`src/rtl/traffic_conflict_monitor.sv`:
```
// traffic_conflict_monitor: safety stage between the traffic controller and the lamps.
// Registers the controller codes, checks them every cycle for conflicting greens,
// invalid codes, illegal phase steps and short yellows. Any fault forces flashing red
// on both approaches until an operator clear followed by a confirmed all-red interval.
module traffic_conflict_monitor #(
   parameter int FLASH_HALF     = 4,
   parameter int MIN_YELLOW     = 3,
   parameter int RECOVER_CYCLES = 8
) (
   input  logic       clk,
   input  logic       reset,
   input  logic [1:0] ns_in,
   input  logic [1:0] ew_in,
   input  logic       fault_clr,
   output logic [2:0] ns_lamp,
   output logic [2:0] ew_lamp,
   output logic       fault,
   output logic [2:0] fault_code
);

   localparam logic [1:0] C_RED = 2'b00;
   localparam logic [1:0] C_GRN = 2'b01;
   localparam logic [1:0] C_YEL = 2'b10;
   localparam logic [1:0] C_BAD = 2'b11;

   localparam logic [2:0] LAMP_RED = 3'b100;

   localparam int FW = $clog2(FLASH_HALF) + 1;
   localparam int RW = $clog2(RECOVER_CYCLES) + 1;
   localparam int YW = $clog2(MIN_YELLOW + 1);

   localparam logic [FW-1:0] FLASH_LAST = FW'(FLASH_HALF - 1);
   localparam logic [RW-1:0] REC_LAST   = RW'(RECOVER_CYCLES - 1);
   localparam logic [YW-1:0] YEL_MAX    = YW'(MIN_YELLOW);

   typedef enum logic [1:0] {ST_NORMAL, ST_FAULT, ST_RECOVER} state_t;

   state_t          state, state_n;
   logic [1:0]      ns_s, ew_s, ns_p, ew_p;
   logic [YW-1:0]   ns_yc, ew_yc;
   logic [FW-1:0]   flash_cnt, flash_cnt_n;
   logic [RW-1:0]   rec_cnt, rec_cnt_n;
   logic [2:0]      ns_lamp_n, ew_lamp_n, fault_code_n, det_code;
   logic            fault_n, force_red_p;

   function automatic logic [2:0] decode(input logic [1:0] c);
      case (c)
         C_GRN:   return 3'b001;
         C_YEL:   return 3'b010;
         default: return LAMP_RED;
      endcase
   endfunction

   function automatic logic illegal_step(input logic [1:0] p, input logic [1:0] s);
      return (p == C_RED && s == C_YEL) || (p == C_YEL && s == C_GRN) ||
             (p == C_GRN && s == C_RED);
   endfunction

   // Stage-1 capture of controller codes plus the previous captured value for sequence checks
   always_ff @(posedge clk or negedge reset) begin
      if (!reset) begin
         ns_s <= C_RED;
         ew_s <= C_RED;
         ns_p <= C_RED;
         ew_p <= C_RED;
      end else begin
         ns_s <= ns_in;
         ew_s <= ew_in;
         if (force_red_p) begin
            ns_p <= C_RED;
            ew_p <= C_RED;
         end else begin
            ns_p <= ns_s;
            ew_p <= ew_s;
         end
      end
   end

   // Per-approach yellow run length, saturating at the minimum so a Y->R step can be judged
   always_ff @(posedge clk or negedge reset) begin
      if (!reset) begin
         ns_yc <= '0;
         ew_yc <= '0;
      end else begin
         ns_yc <= (ns_s != C_YEL) ? '0 : (ns_yc == YEL_MAX) ? YEL_MAX : ns_yc + YW'(1);
         ew_yc <= (ew_s != C_YEL) ? '0 : (ew_yc == YEL_MAX) ? YEL_MAX : ew_yc + YW'(1);
      end
   end

   // Fault classification of the stage-1 values, lowest code wins
   always_comb begin
      det_code = 3'b000;
      if (ns_s == C_BAD || ew_s == C_BAD)
         det_code = 3'b001;
      else if (ns_s != C_RED && ew_s != C_RED)
         det_code = 3'b010;
      else if (illegal_step(ns_p, ns_s) || illegal_step(ew_p, ew_s))
         det_code = 3'b011;
      else if ((ns_p == C_YEL && ns_s == C_RED && ns_yc < YEL_MAX) ||
               (ew_p == C_YEL && ew_s == C_RED && ew_yc < YEL_MAX))
         det_code = 3'b100;
   end

   // Next-state and next-output logic for the NORMAL / FAULT / RECOVER controller
   always_comb begin
      state_n      = state;
      ns_lamp_n    = ns_lamp;
      ew_lamp_n    = ew_lamp;
      fault_n      = fault;
      fault_code_n = fault_code;
      flash_cnt_n  = flash_cnt;
      rec_cnt_n    = rec_cnt;
      force_red_p  = 1'b0;
      case (state)
         ST_NORMAL: begin
            if (det_code != 3'b000) begin
               state_n      = ST_FAULT;
               fault_n      = 1'b1;
               fault_code_n = det_code;
               ns_lamp_n    = LAMP_RED;
               ew_lamp_n    = LAMP_RED;
               flash_cnt_n  = '0;
            end else begin
               ns_lamp_n = decode(ns_s);
               ew_lamp_n = decode(ew_s);
            end
         end
         ST_FAULT: begin
            if (fault_clr) begin
               state_n   = ST_RECOVER;
               ns_lamp_n = LAMP_RED;
               ew_lamp_n = LAMP_RED;
               rec_cnt_n = '0;
            end else if (flash_cnt == FLASH_LAST) begin
               flash_cnt_n = '0;
               ns_lamp_n   = {~ns_lamp[2], 2'b00};
               ew_lamp_n   = {~ns_lamp[2], 2'b00};
            end else begin
               flash_cnt_n = flash_cnt + FW'(1);
            end
         end
         ST_RECOVER: begin
            ns_lamp_n = LAMP_RED;
            ew_lamp_n = LAMP_RED;
            if (ns_s == C_RED && ew_s == C_RED) begin
               if (rec_cnt == REC_LAST) begin
                  state_n      = ST_NORMAL;
                  fault_n      = 1'b0;
                  fault_code_n = 3'b000;
                  rec_cnt_n    = '0;
                  force_red_p  = 1'b1;
               end else begin
                  rec_cnt_n = rec_cnt + RW'(1);
               end
            end else begin
               rec_cnt_n = '0;
            end
         end
         default: state_n = ST_NORMAL;
      endcase
   end

   // Controller state, counters and registered lamp/fault outputs
   always_ff @(posedge clk or negedge reset) begin
      if (!reset) begin
         state      <= ST_NORMAL;
         ns_lamp    <= LAMP_RED;
         ew_lamp    <= LAMP_RED;
         fault      <= 1'b0;
         fault_code <= 3'b000;
         flash_cnt  <= '0;
         rec_cnt    <= '0;
      end else begin
         state      <= state_n;
         ns_lamp    <= ns_lamp_n;
         ew_lamp    <= ew_lamp_n;
         fault      <= fault_n;
         fault_code <= fault_code_n;
         flash_cnt  <= flash_cnt_n;
         rec_cnt    <= rec_cnt_n;
      end
   end

endmodule
```
`config.mk`:
```
export PLATFORM = sky130hd
export DESIGN_NAME = traffic_conflict_monitor
export DESIGN_NICKNAME = d
export VERILOG_FILES = /design/src/rtl/traffic_conflict_monitor.sv
export SDC_FILE = /design/constraint.sdc
export NUM_CORES = 1
export LEC_CHECK = 0
export ABC_AREA = 0
export BUFFER_PORTS_ARGS = -buffer_cell sky130_fd_sc_hd__buf_2
export CAP_MARGIN = 30
export CORE_MARGIN = 10
export CORE_UTILIZATION = 50
export CTS_CLUSTER_DIAMETER = 80
export CTS_CLUSTER_SIZE = 16
export DETAILED_ROUTE_END_ITERATION = 6
export PLACE_DENSITY_LB_ADDON = 0.05
export SLEW_MARGIN = 20
export SYNTH_ARGS = -nofsm -noshare
export SYNTH_HDL_FRONTEND = slang
export SYNTH_SLANG_ARGS = --single-unit
export TNS_END_PERCENT = 5
```
`constraint.sdc`:
```
create_clock -name clk -period 2.2 [get_ports clk]
set_input_delay 0.44 -clock clk [delete_from_list [all_inputs] [get_ports clk]]
set_output_delay 0.44 -clock clk [all_outputs]
set_load 0.05 [all_outputs]
```
==> results.json <==
{
  "cap_violations": 0,
  "cts.path.max_buffers": 2,
  "report.final.slew_viol_count": 0,
  "synth.avg_cell_area_um2": 10.3,
  "grt.overflow.total": 0,
  "grt_first_pass_wirelength_um": 5800,
  "initial_core_util_pct": 53.0,
  "crit_end": "fault_code[1]",
  "ff2ff_path_depth": 7,
  "antenna_found_initial": 0,
  "avgRoutedWirePerCell_um": 14.5,
  "synthArstFlopShare_pct": 100,
  "layout_commonest_cell": "dfrtp_1",
  "crit_start": "ew_s[1]",
  "max_slew_margin_pct": 56.0,
  "dieWidth_um": 77.1,
  "setup_viol_count_final": 0,
  "cp-end-kind": "register",
  "grt_pass1_vias": 1289,
  "area.growth.synth_to_final_pct": 14.6,
  "cts_root_buf": "clkbuf_4",
  "syn-num-nets": 181,
  "drive_gt1_share_pct": 18.9,
  "final_cell_mix": "dfrtp_1, nand2_1, buf_2, ha_1, inv_1",
  "vias": 1228,
  "core_um2": 3080,
  "fin_setup_tns_ps": 0,
  "floorplan.die_area_um2": 5950,
  "ys_ff_latch": 31,
  "grt_max_degree": 32,
  "routed_via_density": 5.36,
  "skew_ps": 10.9,
  "drc": 0,
  "track_usage_pct": 11.8,
  "diodes": 0,
  "dp_hpwl_um": 2580,
  "syn_area_um2": 1630,
  "r2r_slack_ps": 60,
  "drt_iter0_drc": 74,
  "insertion_delay_ps": 340,
  "r2r_end": "fault_code[1]",
  "worst-endpoint-arrival_ps": 2360,
  "synth_edf_count": 0,
  "ys_types": 38,
  "leakage_uw": 0.000942,
  "route.antenna.remaining_nets": 0,
  "crit-reg2reg-launch": "ew_s[1]",
  "critPathMaxFanout": 6,
  "num-fill-cells": 276,
  "power_density_nw_per_um2": 1070,
  "seq_area_frac_synth_pct": 47.7,
  "cts_tree": "built",
  "tightest_slew_ps": 660,
  "ir_drop_v": 0.000486,
  "hp-class": "in -> async",
  "io-pin-count": 17,
  "clkSlewWorstSetupHoldPaths_ps": 100,
  "hold_viol": 0,
  "crit_type": "reg -> reg",
  "gp_congestion": 0.783,
  "yosysWarnings": 0,
  "drt_wl_total_um": 3320,
  "numCtsBuffers": 5,
  "rsz0062_at_grt": "no",
  "synth_cells": 158,
  "h-tree-depth": 2,
  "first_pass_iters": 4,
  "min_period_ps": 2140,
  "yosys_most_used_dff": "dfrtp_1",
  "p_total_uw": 2010,
  "rows": 20,
  "startpoint_type": "register",
  "io_buffers": 16,
  "final_nets": 207,
  "cts_sinks": 31,
  "post-route-period-util_pct": 97.1,
  "status": "finished, final reports clean",
  "timing.fmax_ghz": 0.468,
  "die_h_um": 77.1,
  "crit_required_ps": 2420
}
-- flip-flops by register name, summed over array words and instances (netlist names) --
signal and cells:
fault_code 3, fault 1, ns_yc 2, ns_p 2
ns_s 2, state 2, flash_cnt 3, ns_lamp 3
ew_yc 2, rec_cnt 4, ew_lamp 3, ew_s 2
ew_p 2
-- layer usage --
layer  vias to the layer above  part of all wire, %  global-route usage, %
met4                         0                  1.3                   3.28
met2                        23                   48                   20.5
met3                         5                  4.1                   4.31
met1                       597                   46                   13.1
met5                         -                    0                      0
li1                        603                    -                      -
-- repair_timing --
action / in CTS / in global routing
resized for setup: 0 / 2
hold buffers: 0 / 0
endpoints found under the setup margin: 0 / 5
setup buffers: 0 / 1
-- power breakdown --
part	switching [µW]	total (µW)	leakage, µW	internal, µW
sequential	66.2	749	0.000394	682
combinational	561	882	0.000510	321
clock	194	381	0.0000386	188
-- metrics by stage --
stage	setup WS (ps)	std cells	hold WS, ps	utilization [%]	area [µm²]
after CTS	43.3	228	140	60.3	1860
final	64.5	229	125	60.8	1870
after floorplan	56.0	158	144	-	1630
after global routing	0.519	229	164	60.8	1870
after detailed placement	45.3	220	451	58.0	1790
after global placement	129	220	448	58.0	1790
-- worst min-delay path by stage --
stage,slack [ps],end,start
4_1_cts,140,state[1],reset
5_1_grt,160,state[1],reset
3_5_place_dp,450,ew_lamp[1],ew_lamp[1]
2_1_floorplan,140,ew_lamp[0],reset
3_3_place_gp,450,ew_lamp[0],ew_lamp[0]
6_report,130,ew_lamp[0],reset
-- area by class of cell --
| class | instances | area (µm²) | share of cell area, % |
|---|---|---|---|
| Clock buffer | 8 | 68.8 | 3.68 |
| Sequential cell | 31 | 778 | 41.6 |
| Inverter | 14 | 52.6 | 2.81 |
| Timing Repair Buffer | 20 | 110 | 5.88 |
| Multi-Input combinational cell | 112 | 807 | 43.1 |
| Tap cell | 44 | 55.1 | 2.94 |
-- cell families (layout without fill, tap and decap cells) --
kind of cell,after synthesis,count (layout),synth area share [%]
adders and majority gates,16,16,12.3
buffers and inverters,15,42,3.45
and+or+nand+nor,54,54,17.3
AOI/OAI and AO/OA,37,37,15.9
DFF,31,31,47.7
muxes,5,5,3.37
-- cells in the mapped netlist (all sizes together), types with 2 or more instances --
cell type / number / share of area [%]
or2: 3 / 1.3
a21oi: 4 / 1.2
nor2b: 3 / 1.1
nand2: 16 / 3.7
o21a: 4 / 1.8
dfrtp: 29 / 44
o21ai: 9 / 2.8
ha: 16 / 12
nor3: 2 / 0.61
a21o: 2 / 0.92
a32o: 3 / 1.8
nor4: 2 / 1.7
nand2b: 3 / 1.1
mux2i: 4 / 2.5
a22o: 2 / 1.1
a221o: 2 / 1.2
nor2: 13 / 3.0
a21boi: 2 / 0.92
dfstp: 2 / 3.2
and3b: 2 / 1.1
o21bai: 2 / 0.92
inv: 14 / 3.2
o22ai: 2 / 0.77
a211oi: 2 / 0.92
nand3: 5 / 1.5
-- worst max-delay path, stage by stage (launching register included) --
cell     delay (ps)
dfrtp_1         390
inv_1           100
ha_1            260
and3b_1         220
a221o_1         410
nor4_4          170
or2_4           180
mux2_4          290
(Power assumes the default switching activity.)
